[config.mk]
export PLATFORM = sky130hd
export DESIGN_NAME = multi_player_move_ctl
export DESIGN_NICKNAME = d
export VERILOG_FILES = /design/src/rtl/multi_player_move_ctl.sv
export SDC_FILE = /design/constraint.sdc
export NUM_CORES = 1
export LEC_CHECK = 0
export CORE_UTILIZATION = 41
export CTS_CLUSTER_DIAMETER = 200
export DETAILED_ROUTE_END_ITERATION = 12
export HOLD_SLACK_MARGIN = 0.15
export MAX_ROUTING_LAYER = met4
export PLACE_DENSITY = 0.59
export SETUP_SLACK_MARGIN = 0.05
export SYNTH_ARGS = -nofsm -noshare
export SYNTH_HDL_FRONTEND = slang
export SYNTH_SLANG_ARGS = --single-unit
export TNS_END_PERCENT = 30
[constraint.sdc]
create_clock -name clk -period 8.4 [get_ports clk]
set_input_delay 1.26 -clock clk [delete_from_list [all_inputs] [get_ports clk]]
set_output_delay 1.26 -clock clk [all_outputs]
set_load 0.01 [all_outputs]
[src/rtl/multi_player_move_ctl.sv]
`default_nettype none
// ============================================================================
// Module      : multi_player_move_ctl
// Description : Frame-synchronous movement controller for NUM_PLAYERS
//               characters sharing one mouse/button input. The selected
//               player moves horizontally (screen limits, gate obstacle);
//               every player owns an independent vertical jump FSM.
// Revision    : 1.0 - initial release
// ============================================================================
module multi_player_move_ctl #(
  parameter int NUM_PLAYERS = 2,
  parameter int POS_W       = 12,
  parameter int X_START     = 0,
  parameter int X_MAX       = 660,
  parameter int GATE_MIN    = 310,
  parameter int GATE_MAX    = 450,
  parameter int STEP        = 1,
  parameter int Y_GROUND    = 500,
  parameter int JUMP_HEIGHT = 64,
  parameter int JUMP_STEP   = 4,
  localparam int SEL_W      = $clog2(NUM_PLAYERS) + 1
) (
  input  logic                         clk,
  input  logic                         rst_n,
  input  logic                         i_v_tick,
  input  logic                         i_m_left,
  input  logic                         i_m_right,
  input  logic                         i_m_jump,
  input  logic [SEL_W-1:0]             i_sel,
  input  logic                         i_gate_open,
  output logic [NUM_PLAYERS*POS_W-1:0] o_xpos,
  output logic [NUM_PLAYERS*POS_W-1:0] o_ypos,
  output logic [NUM_PLAYERS-1:0]       o_jumping
);

  localparam logic [POS_W-1:0] c_x_start  = POS_W'(X_START);
  localparam logic [POS_W-1:0] c_x_max    = POS_W'(X_MAX);
  localparam logic [POS_W-1:0] c_gate_min = POS_W'(GATE_MIN);
  localparam logic [POS_W-1:0] c_gate_max = POS_W'(GATE_MAX);
  localparam logic [POS_W-1:0] c_step     = POS_W'(STEP);
  localparam logic [POS_W-1:0] c_y_ground = POS_W'(Y_GROUND);
  localparam logic [POS_W-1:0] c_jh       = POS_W'(JUMP_HEIGHT);
  localparam logic [POS_W-1:0] c_jstep    = POS_W'(JUMP_STEP);

  typedef enum logic [1:0] {
    ST_GROUND = 2'd0,
    ST_RISE   = 2'd1,
    ST_FALL   = 2'd2
  } jump_state_t;

  logic r_v_tick_q;
  logic w_frame;

  // Delayed copy of v_tick for rising-edge (frame) detection
  always_ff @(posedge clk or negedge rst_n) begin
    if (!rst_n) r_v_tick_q <= 1'b0;
    else        r_v_tick_q <= i_v_tick;
  end

  assign w_frame = i_v_tick && !r_v_tick_q;

  for (genvar i = 0; i < NUM_PLAYERS; i++) begin : g_player
    localparam logic [SEL_W-1:0] c_idx = SEL_W'(i);

    jump_state_t        r_state, w_state_nxt;
    logic [POS_W-1:0]   r_x, w_x_nxt;
    logic [POS_W-1:0]   r_h, w_h_nxt;
    logic [POS_W:0]     w_x_sum, w_h_sum;
    logic               w_sel;

    assign w_sel   = (i_sel == c_idx);
    // One extra bit so the saturation compare never sees a wrapped sum
    assign w_x_sum = {1'b0, r_x} + {1'b0, c_step};
    assign w_h_sum = {1'b0, r_h} + {1'b0, c_jstep};

    // Next horizontal position: step, wall saturation, then gate clamp
    always_comb begin
      w_x_nxt = r_x;
      if (w_sel && i_m_right && !i_m_left) begin
        w_x_nxt = (w_x_sum > {1'b0, c_x_max}) ? c_x_max : w_x_sum[POS_W-1:0];
        // Only a player approaching from outside the gate is stopped at its edge
        if (!i_gate_open && (r_x <= c_gate_min) && (w_x_nxt > c_gate_min))
          w_x_nxt = c_gate_min;
      end else if (w_sel && i_m_left && !i_m_right) begin
        w_x_nxt = (r_x > c_step) ? (r_x - c_step) : '0;
        if (!i_gate_open && (r_x >= c_gate_max) && (w_x_nxt < c_gate_max))
          w_x_nxt = c_gate_max;
      end
    end

    // Jump FSM next-state and height; m_jump only matters while grounded
    always_comb begin
      w_state_nxt = r_state;
      w_h_nxt     = r_h;
      case (r_state)
        ST_GROUND: begin
          if (w_sel && i_m_jump) w_state_nxt = ST_RISE;
        end
        ST_RISE: begin
          if (w_h_sum >= {1'b0, c_jh}) begin
            w_h_nxt     = c_jh;
            w_state_nxt = ST_FALL;
          end else begin
            w_h_nxt = w_h_sum[POS_W-1:0];
          end
        end
        ST_FALL: begin
          if (r_h <= c_jstep) begin
            w_h_nxt     = '0;
            w_state_nxt = ST_GROUND;
          end else begin
            w_h_nxt = r_h - c_jstep;
          end
        end
        default: begin
          w_h_nxt     = '0;
          w_state_nxt = ST_GROUND;
        end
      endcase
    end

    // Player state registers, advanced only on frame cycles
    always_ff @(posedge clk or negedge rst_n) begin
      if (!rst_n) begin
        r_x     <= c_x_start;
        r_h     <= '0;
        r_state <= ST_GROUND;
      end else if (w_frame) begin
        r_x     <= w_x_nxt;
        r_h     <= w_h_nxt;
        r_state <= w_state_nxt;
      end
    end

    assign o_xpos[i*POS_W +: POS_W] = r_x;
    assign o_ypos[i*POS_W +: POS_W] = c_y_ground - r_h;
    assign o_jumping[i]             = (r_state != ST_GROUND);
  end

endmodule
`default_nettype wire

==> results of run 1 <==
[cell families after synthesis]
family                     share of synthesized area (%)
adders and majority gates                           5.49
buffers and inverters                               6.71
xor gates and xnor gates                            5.35
other                                             0.0716
and+or+nand+nor                                     28.9
AOI/OAI and AO/OA                                   27.9
muxes                                               2.15
DFF                                                 23.4
[per-layer routing]
layer / GRT usage, % / vias up / share of wire (%)
met2: 38.6 / 177 / 47
met4: 7.10 / 0 / 1.5
met3: 3.11 / 24 / 4.4
met1: 33.3 / 2631 / 47
li1: - / 2630 / -
met5: - / - / 0
[worst min-delay path: cells and delay by family (launching register included)]
kind	cells	cell delay (ps)
compound gates	2	150
flops	1	380
[power groups by stage]
stage | Sequential [mW] | Combinational [mW] | Clock [mW]
2_1_floorplan | 0.369 | 0.714 | 0
3_3_place_gp | 0.479 | 0.903 | 0
3_5_place_dp | 0.482 | 0.913 | 0
4_1_cts | 0.477 | 0.919 | 0.244
5_1_grt | 0.500 | 1.03 | 0.255
6_report | 0.482 | 0.921 | 0.240
[cell usage in the layout (no fill, tap or decap), types with 8 or more instances in the layout]
cell             count
nor3_1              30
mux2i_1              9
and3_1              11
nor2_1              60
o22ai_1              8
nor4_1              12
xor2_1              18
inv_1               25
clkdlybuf4s50_1     53
or3_1               10
ha_1                23
nand2_1             61
dfrtp_1             49
and2_1               9
o21ai_0             67
a21oi_1             33
o21a_1               8
o31ai_1             10
xnor2_1             14
nand2b_1            14
a31oi_1             17
nand4_1             12
nand3_1             33
[worst paths after layout]
path	to	slack, ps	startpoint
worst max-delay path	g_player[0].r_x[0]	4710	g_player[0].r_x[1]
worst min-delay path	g_player[1].r_state[0]	570	g_player[1].r_state[0]
worst max register to register	g_player[0].r_x[0]	4710	g_player[0].r_x[1]
worst min register to register	g_player[1].r_state[0]	570	g_player[1].r_state[0]
max in group asynchronous	g_player[1].r_h[8]	6860	rst_n
min in group asynchronous	g_player[0].r_x[5]	1080	rst_n
[registers in the layout, summed over array words and instances, names as in the netlist]
signal / flops
g_player.r_x: 24
r_v_tick_q: 1
g_player.r_h: 20
g_player.r_state: 4
[per-stage QoR]
stage	power [mW]	hold WS [ps]	utilization, %	std cells	setup WS, ps
after floorplan	1.08	505	-	714	5210
after detailed placement	1.40	557	47.1	880	4690
after CTS	1.64	573	48.5	888	4770
after global routing	1.78	601	48.5	888	4530
after global placement	1.38	535	47.1	880	4770
final	1.64	567	48.5	888	4710
[area by class of cell]
cell class                 instances  area [µm²]
clock inverter                     3        43.8
sequential                        49        1230
clock buffer                       5         125
fill                            1248        6290
tap                              168         210
timing repair buffer              56         551
multi-input combinational        582        3670
inverter                          25        93.8
==> impl_metrics.toml, run 1 <==
[status]
status = "completed"

[timing]
finalHoldViolations = 0
rsz0062_at_grt = "false"
skew_ps = 8.78
worst_pin_slew_ps = 1250
setup_violations = 0
final.setup.tns_ps = 0
fin_crit_sh_pct = 44.0
final_max_slew_viol_count = 0
slew_headroom_pct = 16.1
fmax_ghz = 0.271
final.min_clock_period_ps = 3690

[setup_path]
critical_path_required_ps = 8620
path_depth = 9
cp.arrival_ps = 3920
crit_buf_inv = 0
cp_max_fo = 13
path_delay_family = "compound AO/OA/AOI/OAI gates"
crit_type = "reg2reg"
r2r_cells = 9
worstSetupEndpointType = "flip-flop"
cp_common_cell = "nor2_1"
crit_slowest_cell = "a311oi_1"
path_cells = "ha_1 -> nand3_1 -> nor2_1 -> nor2_1 -> mux2_2 -> a311oi_1 -> and3_1 -> o211ai_1 -> o21ai_0"
startpoint_type = "flip-flop"
cpPeakStageDelay_ps = 1000

[floorplan]
start_util_pct = 42.9
die-area_um2 = 13200
rows = 40
die_x_um = 115
io_pins = 59
die_y_um = 115
core-area_um2 = 12200

[layout]
diodes = 0
drive_gt1_share_pct = 5.00
synthToLayoutAreaGrowth_pct = 13.0
nNetsFinal = 751
final_area_um2 = 5920

[global_routing]
grt_usage_pct = 24.7
grt_max_degree = 50
grt_pass1_wl_um = 25600
grt_pass1_vias = 5001
overflow = 0
antenna_found_initial = 0

[synth]
synth_top_area_share_pct = 23.4
yosysSeqAreaShare_pct = 23.4
async_flop_share_pct = 100
synth_common_cells = "o21ai_0, nand2_1, nor2_1"
synth-seq-cells = 49
synth.most_common_cell = "o21ai_0"
syn_inst = 711
yosysTopAreaCell = "dfrtp_1"
synth_edf_count = 0
ys.warnings.count = 0
synthDistinctLibCells = 82
synth_area_leaders = "dfrtp_1, o21ai_0, ha_1, nand2_1, nor2_1"
netlist_area_um2 = 5240
syn_avg_cell_area_um2 = 7.37
synthFlopType = "dfrtp_1"

[power]
p_leak_nw = 2.26
intPower_uw = 858
vdd_drop_max_mv = 0.102
p_seq_share_pct = 29.3
power.switching_uw = 786
power_frac_comb_pct = 56.0
sw_frac_of_total_pct = 47.8
p_per_area_nw_per_um2 = 278
clockPowerShare_pct = 14.6

[placement]
placed_area_um2 = 5750
gp_routability_congestion = 0.932
dp_hpwl_um = 11000
io_buffers = 54

[clock_tree]
numCtsBuffers = 5
cts_root_buffer = "clkbuf_16"
ctsHoldBuffers = 0
tritoncts = "yes"
clock_sinks = 49
cts_htree_levels = 2
clkSlewWorstSetupHoldPaths_ps = 70
cts_setup_buffers = 0
worstSkewPairLatency_ps = 300
clk_path_buf_depth = 2
cts_resized = 0

[detailed_routing]
routed_wirelength_um = 15500
wire_per_inst_um = 17.4
drtPass1Iterations = 6
drc = 0
final_antenna_net_count = 0
routed_via_density = 6.15
vias = 5462
drt_iter0_markers = 521

[min_path]
min_path_type = "reg2reg"
hold_path_depth = 2

[job]
cap_violations = 0
No activity file was read; power rests on OpenSTA's default activity.
==> inputs of run 2 (changes only) <==
Clock period 8.4 ns to 3.4 ns, I/O delays scaled along.
==> impl_metrics.toml, run 2 (synthesis gave the netlist of run 1 again) <==
[layout]
final_common_cell = "o21ai_0"
fin_cells = 913
diodes = 0
largest_reg_flops = 24
drive_gt1_share_pct = 8.19
synthToLayoutAreaGrowth_pct = 16.4
top_register = "g_player.r_x"
reg_top3 = "g_player.r_x (24), g_player.r_h (20), g_player.r_state (4)"
nNetsFinal = 776
layout_common_cells = "o21ai_0, nand2_1, nor2_1"

[power]
p_per_area_nw_per_um2 = 662
vdd_drop_max_mv = 0.388
p_leak_nw = 2.36

[setup_path]
critical_path_required_ps = 3590
crit_type = "reg2reg"
worstSetupEndpointType = "flip-flop"
regToRegStartpoint = "g_player[1].r_x[1]"
cp_max_fo = 16
startpoint = "g_player[1].r_x[1]"
startpoint_type = "flip-flop"
cp.arrival_ps = 3320

[detailed_routing]
wire_per_inst_um = 17.1
routed_via_density = 6.16
drt_iter0_markers = 422
drtPass1Iterations = 5
routed_wirelength_um = 15600
vias = 5626
drc = 0
final_antenna_net_count = 0

[clock_tree]
cts_htree_levels = 2
cts_root_buffer = "clkbuf_16"
clk_path_buf_depth = 2
tritoncts = "yes"
numCtsBuffers = 5
cts_setup_buffers = 0
worstSkewPairLatency_ps = 300
clock_sinks = 49
clkSlewWorstSetupHoldPaths_ps = 80

[timing]
worst_pin_slew_ps = 786
slew_headroom_pct = 47.6
fin_crit_sh_pct = 92.0
rsz0062_at_grt = "false"
fmax_ghz = 0.320
skew_ps = 6.67
timing.final.ws_setup_ps = 272
final_max_slew_viol_count = 0
final.setup.tns_ps = 0
finalHoldViolations = 0
setup_violations = 0
final.min_clock_period_ps = 3130

[floorplan]
io_pins = 59
core-area_um2 = 12200
start_util_pct = 42.9
rows = 40
die_y_um = 115
die-area_um2 = 13200
die_x_um = 115

[status]
status = "completed"

[global_routing]
grt_pass1_vias = 5054
grt_max_degree = 34
grt_pass1_wl_um = 25700
antenna_found_initial = 0
overflow = 0
grt_usage_pct = 24.8

[placement]
dp_hpwl_um = 11400
dp_slack_ps = 324
gp_routability_congestion = 0.917
dp_cells = 905
io_buffers = 54

[job]
cap_violations = 0

[min_path]
min_path_type = "in2async"
[run 2: final cells by class]
cell class	instances	area (µm²)
Clock buffer	5	125
Sequential cell	49	1230
Tap cell	168	210
Inverter	25	93.8
Fill cell	1247	6120
Timing Repair Buffer	81	738
Multi-Input combinational cell	582	3680
Clock inverter	3	21.3
[run 2: repair_timing]
action / 4_1_cts / 5_1_grt
endpoints found under the setup margin: 0 / 1
gates resized for setup: 0 / 1
hold buffers: 0 / 0
[run 2: stage by stage]
step | util (%) | total power [mW] | hold WS (ps) | cell area (µm²)
3_3_place_gp | 48.6 | 3.47 | 529 | 5940
2_1_floorplan | - | 2.68 | 214 | 5250
3_5_place_dp | 48.6 | 3.48 | 540 | 5940
6_report | 49.9 | 4.03 | 285 | 6100
5_1_grt | 49.9 | 4.36 | 358 | 6100
4_1_cts | 49.8 | 4.02 | 316 | 6090
[run 2: worst paths after layout]
| check | to | slack, ps | cells past startpoint |
|---|---|---|---|
| min in group clk | g_player[1].r_state[0] | 560 | 2 |
| min | g_player[0].r_x[7] | 290 | 1 |
| min reg2reg | g_player[1].r_state[0] | 560 | 2 |
| max | g_player[1].r_x[0] | 270 | 10 |
| max in group asynchronous | g_player[1].r_state[0] | 2340 | 2 |
| max reg2reg | g_player[1].r_x[0] | 270 | 10 |
[run 2: power by group]
part / internal [mW] / switching, mW
combinational: 1.08 / 1.32
clock: 0.275 / 0.248
sequential: 0.732 / 0.371
total: 2.09 / 1.94
[run 2: worst max-delay path, stage by stage (launching register included)]
cell and delay, ps:
dfrtp_1 340, buf_4 220, ha_1 360, nand3_1 300, a211o_1 370, a211oi_1 450
or4b_1 230, nand3_1 90, o21ai_1 260, o21ai_0 120, a31o_2 260
[run 2: layer usage]
metal  global-route usage [%]  part of all wire (%)  routed length (µm)
met1                     32.9                    46                7150
met2                     39.2                    47                7350
met3                     3.00                   5.5                 857
met4                     7.88                   1.8                 284
met5                        -                     0                   0
